[src/rtl/mem_stage.sv]
// mem_stage: MEM stage of the MIPS R2000 five-stage pipeline.
// Drives a request/acknowledge data-memory bus, stalls upstream while a
// transfer is outstanding, and registers the MEM/WB bundle.
// Optional feature macro: MEM_TIMEOUT_EN (bus-timeout abandon + sticky mem_err).
module mem_stage #(
    parameter int TIMEOUT_CYCLES = 16,
    parameter int CNT_W          = 5
) (
    input  logic        clk,
    input  logic        rst,
    input  logic [2:0]  m_MEM,
    input  logic [1:0]  wb_MEM,
    input  logic [31:0] res,
    input  logic [31:0] write_data_ex,
    input  logic [4:0]  write_register,
    input  logic        zero,
    output logic        dmem_req,
    output logic        dmem_we,
    output logic [31:0] dmem_addr,
    output logic [31:0] dmem_wdata,
    input  logic [31:0] dmem_rdata,
    input  logic        dmem_ack,
    output logic        mem_stall,
    output logic        branch_taken,
    output logic [1:0]  wb_WB,
    output logic [31:0] read_data_wb,
    output logic [31:0] alu_res_wb,
    output logic [4:0]  write_register_wb,
    output logic        mem_err
);

    typedef enum logic {IDLE = 1'b0, WAIT = 1'b1} state_t;

    state_t state, state_nxt;
    logic   access;
    logic   is_load;
    logic   load_done;
    logic   timeout;
    logic   abort_q;

    // The counter must be able to hold TIMEOUT_CYCLES-1.
    if ((1 << CNT_W) <= TIMEOUT_CYCLES) begin : g_cfg_check
        $error("mem_stage: CNT_W too narrow for TIMEOUT_CYCLES");
    end

    assign access       = m_MEM[1] | m_MEM[0];
    // With both bits set the access is a store, so it never returns data.
    assign is_load      = m_MEM[1] & ~m_MEM[0];
    assign dmem_we      = m_MEM[0];
    assign dmem_addr    = {res[31:2], 2'b00};
    assign dmem_wdata   = write_data_ex;
    assign branch_taken = m_MEM[2] & zero;

`ifdef MEM_TIMEOUT_EN
    logic [CNT_W-1:0] cnt;
    logic             mem_err_q;

    // Abandon decision: last WAIT cycle allowed without an ack.
    assign timeout = (state == WAIT) && !dmem_ack &&
                     (cnt == CNT_W'(TIMEOUT_CYCLES - 1));

    // Wait counter, one-cycle abort release and sticky error flag.
    // The timed-out instruction is still held upstream during the abort
    // cycle; with the request dropped it retires with read data 0.
    always_ff @(posedge clk or posedge rst) begin
        if (rst) begin
            cnt       <= '0;
            abort_q   <= 1'b0;
            mem_err_q <= 1'b0;
        end else begin
            abort_q <= timeout;
            if (timeout)
                mem_err_q <= 1'b1;
            if (state == WAIT && !dmem_ack && !timeout)
                cnt <= cnt + 1'b1;
            else
                cnt <= '0;
        end
    end

    assign mem_err = mem_err_q;
`else
    assign timeout = 1'b0;
    assign abort_q = 1'b0;
    assign mem_err = 1'b0;
`endif

    // FSM state register.
    always_ff @(posedge clk or posedge rst) begin
        if (rst)
            state <= IDLE;
        else
            state <= state_nxt;
    end

    // FSM next-state: enter WAIT on an un-acked request, leave on ack or abandon.
    always_comb begin
        state_nxt = state;
        case (state)
            IDLE:    if (mem_stall) state_nxt = WAIT;
            WAIT:    if (dmem_ack || timeout) state_nxt = IDLE;
            default: state_nxt = IDLE;
        endcase
    end

    // FSM outputs: bus request, stall and load-completion strobe.
    always_comb begin
        dmem_req = 1'b0;
        if (!rst && !abort_q)
            dmem_req = (state == WAIT) || access;
        mem_stall = dmem_req & ~dmem_ack;
        load_done = dmem_req & dmem_ack & is_load;
    end

    // MEM/WB register: bubble the WB controls while stalled, capture otherwise.
    always_ff @(posedge clk or posedge rst) begin
        if (rst) begin
            wb_WB             <= 2'b00;
            read_data_wb      <= 32'd0;
            alu_res_wb        <= 32'd0;
            write_register_wb <= 5'd0;
        end else if (mem_stall) begin
            wb_WB <= 2'b00;
        end else begin
            wb_WB             <= wb_MEM;
            alu_res_wb        <= res;
            write_register_wb <= write_register;
            read_data_wb      <= load_done ? dmem_rdata : 32'd0;
        end
    end

endmodule

[config.mk]
export PLATFORM = sky130hd
export DESIGN_NAME = mem_stage
export DESIGN_NICKNAME = d
export VERILOG_FILES = /design/src/rtl/mem_stage.sv
export SDC_FILE = /design/constraint.sdc
export NUM_CORES = 1
export LEC_CHECK = 0
export CAP_MARGIN = 20
export CORE_UTILIZATION = 30
export DETAILED_ROUTE_END_ITERATION = 8
export PLACE_DENSITY = 0.73
export SLEW_MARGIN = 20
export SYNTH_ARGS = -nofsm -noshare
export SYNTH_HDL_FRONTEND = slang
export SYNTH_SLANG_ARGS = --single-unit
[constraint.sdc]
create_clock -name clk -period 2.6 [get_ports clk]
set_input_delay 0.78 -clock clk [delete_from_list [all_inputs] [get_ports clk]]
set_output_delay 0.78 -clock clk [all_outputs]
set_load 0.01 [all_outputs]
**After elaboration in Yosys (flattened, before gate mapping)**

Cells that the tools add are included.

- Register bits after elaboration: 72
- Input port bits: 110
- Output and inout bits: 140
- Logic and storage cells: 21

- Multiplexer cells: 6
- Bitwise gates (word level): 9
- Reduce and logical (&&, ||, !) cells: 1

Operators by type and width:

| operator | number |
|---|---|
| two-way mux 32 bit | 1 |
| AND 1 bit | 5 |
| two-way mux 1 bit | 3 |
| NOT 1 bit | 3 |
| two-way mux 2 bit | 1 |
| case mux 1 bit (2 select lines) | 1 |
| logical OR 1 bit | 1 |
| bitwise OR 1 bit | 1 |

**Depth between registers and ports, before layout**

- Word-level depth: 6
- Gate-level depth with buffers: 4
- Gate-level depth less buffers: 3

**Worst setup path after synthesis**

OpenSTA, ideal clock, no wires.

- Path type: input port to output port
- Start point: input dmem_ack
- End point: output mem_stall
- Arrival: 1378 ps
- Data required time: 1820 ps
- Setup slack: 442 ps
- Stages on the path: 2
- Path buffers: 1
- Cells stage by stage: nor3_4 -> buf_2

- Word-level cells in the longest chain between the ends: 2

Ends and longest elaborated chain:

| item | RTL line | text |
|---|---|---|
| start, declared | 22 | `input logic dmem_ack,` |
| NOT 1 bit | 111 | `mem_stall = dmem_req & ~dmem_ack;` |
| AND 1 bit | 111 |  |
| end, declared | 23 | `output logic mem_stall,` |

Every way passes these cells.

**Worst setup path in the final report**

- Start point: input res[15]
- End point: output dmem_addr[15]

RTL lines:

| item | RTL line | text |
|---|---|---|
| start, declared | 13 | `input logic [31:0] res,` |
| end, declared | 19 | `output logic [31:0] dmem_addr,` |

No word-level cell between the ends.

==> results.json <==
{
  "status": "complete, no violations",
  "drtPass1Iterations": 4,
  "worst_clock_skew_ps": 6.50,
  "cp.buffers_inverters": 2,
  "ys_warn_count": 0,
  "area_growth_pct": 56.5,
  "mostFrequentLayoutCells": "clkdlybuf4s50_1 (160), dfrtp_1 (72), mux2_2 (35), a22o_1 (32), dlymetal6s2s_1 (14)",
  "pwr-share-clk_pct": 34.3,
  "rrSetupSlack_ps": 720,
  "crit_top_cell": "clkdlybuf4s50_1",
  "ys.flop_type": "dfrtp_1",
  "track_usage_pct": 12.8,
  "cpPeakStageDelay_ps": 540,
  "tightest_slew_ps": 817,
  "r2r_cells": 4,
  "grt_first_pass_wirelength_um": 11000,
  "switching_power_uw": 622,
  "r2r_end": "write_register_wb[3]",
  "synth_edf_count": 0,
  "setup_tns_ps": 0,
  "final_max_slew_viol_count": 0,
  "worst_path_max_delay_cell": "clkdlybuf4s50_1",
  "relSlewSlack_pct": 45.5,
  "ys_top_cells_by_area": "dfrtp_1 (57%), buf_4 (16%), mux2_2 (13%)",
  "drcViolationCount": 0,
  "peakVddDrop_v": 0.000280,
  "holdPathEnd": "alu_res_wb[8]",
  "start_kind": "primary input",
  "dp_hpwl_um": 4950,
  "fin_crit_ps": 2580,
  "clkLatencyLatePin_ps": 340,
  "max_freq_mhz": 387,
  "final_common_cell": "clkdlybuf4s50_1",
  "swShare_pct": 24.1,
  "worstPathArrival_ps": 1800,
  "power.leakage_uw": 0.00219,
  "io_pins": 250,
  "initial_core_util_pct": 30.7,
  "cts_inserted_buffers": 9,
  "crit_chain": "clkdlybuf4s50_1 -> clkdlybuf4s50_1",
  "drt_iter0_markers": 55,
  "ys_seq_elements": 72,
  "cp_top_family": "buffers and inverters",
  "p_comb_share_pct": 18.8,
  "num-nets-final": 467,
  "cts_tree": "yes",
  "synth_area_sq_mm": 0.00315,
  "post_cts_buffers": 0,
  "synth_fa_ha_area_share_pct": 0,
  "clkTransAtPathRegs_ps": 70,
  "worstReg2RegStart": "state",
  "core_area_sq_mm": 0.0102,
  "yosysSeqAreaShare_pct": 57.3,
  "utilization_pct": 48.1,
  "clkSinkCount": 72,
  "synth.top_cell.area_share_pct": 57.3,
  "antenna_found_initial": 0,
  "num_vias": 2139,
  "final_cells": 498,
  "drive_above_1_share_pct": 18.8,
  "cts_buffer_depth": 2,
  "hold_depth": 1,
  "wl_per_cell_um": 14.1,
  "hold_path.class": "reg2reg",
  "fillerInstances": 922,
  "worstSetupPathType": "in2out",
  "final_hold_viol_count": 0,
  "cts_max_level": 3,
  "num_antenna_cells": 0,
  "antenna_left": 0,
  "cts-root-buf": "clkbuf_8",
  "internal_power_uw": 1960,
  "synthXorXnorAreaFrac_pct": 0,
  "synth_cell_types": 17,
  "gr-total-overflow": 0,
  "drv_cap": 0,
  "yosys.area_share.simple_pct": 1.87,
  "die_y_um": 104,
  "required_ps": 1820,
  "p_per_area_mw_per_mm2": 525,
  "synthMuxAreaShare_pct": 13.2,
  "io_buffers": 182,
  "finalSetupViolCount": 0,
  "power_frac_seq_pct": 46.9,
  "synth_top_family_by_area": "buffers and inverters",
  "rsz0062_at_grt": "no",
  "cts_hold_buf": 0,
  "netlist_instances": 228,
  "crit_path_end_kind": "primary output",
  "synth_compound_area_share_pct": 9.23,
  "dp.cells": 482,
  "place.gp.congestion": 0.753,
  "grt_max_degree": 73,
  "rows": 37,
  "avgSynthCellArea_sq_um": 13.8,
  "path_max_fanout": 2,
  "die_x_um": 104,
  "min_from": "alu_res_wb[8]",
  "post_drt_via_cell_ratio": 4.30,
  "die_area_sq_mm": 0.0109,
  "finalWirelength_um": 7010,
  "fin_crit_sh_pct": 99.3,
  "async_flop_share_pct": 100,
  "yosysTopAreaCell": "dfrtp_1",
  "grt_pass1_vias": 2182
}
synth_stat cells, types with 2 or more instances:
cell type / count
mux2_2: 35
buf_6: 3
a22o_1: 32
dfrtp_1: 72
mux2_1: 2
buf_2: 6
buf_4: 67
nor2b_1: 2
power groups by stage:
stage                     registers, uW  clock network [uW]  logic, uW
after floorplan                    1260                   0        219
after global placement             1230                   0        494
after detailed placement           1230                   0        501
after CTS                          1210                 931        497
after global routing               1220                 981        517
final                              1210                 886        486
kinds of logic (layout without fill, tap and decap cells):
group | count (synthesis) | count (layout)
other | 1 | 3
flip-flops | 72 | 72
AO/OA/AOI/OAI | 33 | 33
multiplexers | 37 | 37
AND/OR/NAND/NOR | 7 | 7
buffers and inverters | 78 | 210
layer usage:
metal  global-route usage [%]  wire (um)  up-vias  share of wire [%]
li1                         -          -      986                  -
met1                     15.6       2790     1026                 40
met2                     20.9       3490      113                 50
met3                     3.88        605       14                8.6
met4                     5.71        121        0                1.7
met5                        0          0        -                  0
cell type report:
class	instances	area, sq um	area share, %
Timing Repair Buffer	193	1950	39.6
Sequential cell	72	1800	36.6
Multi-Input combinational cell	80	798	16.2
Tap cell	136	170	3.46
Clock buffer	11	141	2.87
Clock inverter	5	56.3	1.14
Inverter	1	7.51	0.153
worst max-delay path by stage:
stage | from | to | slack, ps | cells after the start
2_1_floorplan | dmem_ack | mem_stall | 440 | 2
3_3_place_gp | m_MEM[0] | mem_stall | -290 | 4
3_5_place_dp | m_MEM[1] | mem_stall | -310 | 4
4_1_cts | res[3] | dmem_addr[3] | 0.4 | 2
5_1_grt | res[16] | dmem_addr[16] | 1 | 2
6_report | res[15] | dmem_addr[15] | 20 | 2
flip-flops by register name (all words and copies together) (netlist names):
signal,flops
alu_res_wb,32
read_data_wb,32
write_register_wb,5
wb_WB,2
state,1
metrics by stage:
step | setup WS, ps | instance area, sq um | total power [uW] | hold slack, ps
after global routing | 1.14 | 4920 | 2720 | 516
after CTS | 0.440 | 4890 | 2640 | 502
final | 18.3 | 4920 | 2580 | 498
after global placement | -288 | 4700 | 1730 | 475
after floorplan | 442 | 3160 | 1480 | 500
after detailed placement | -310 | 4700 | 1730 | 485
repair_timing:
action	CTS	global route
hold endpoints to repair	0	0
endpoints found under the setup margin	8	14
resized for setup	13	16
pin swaps	2	0
Power figures use the tool's default switching activity.
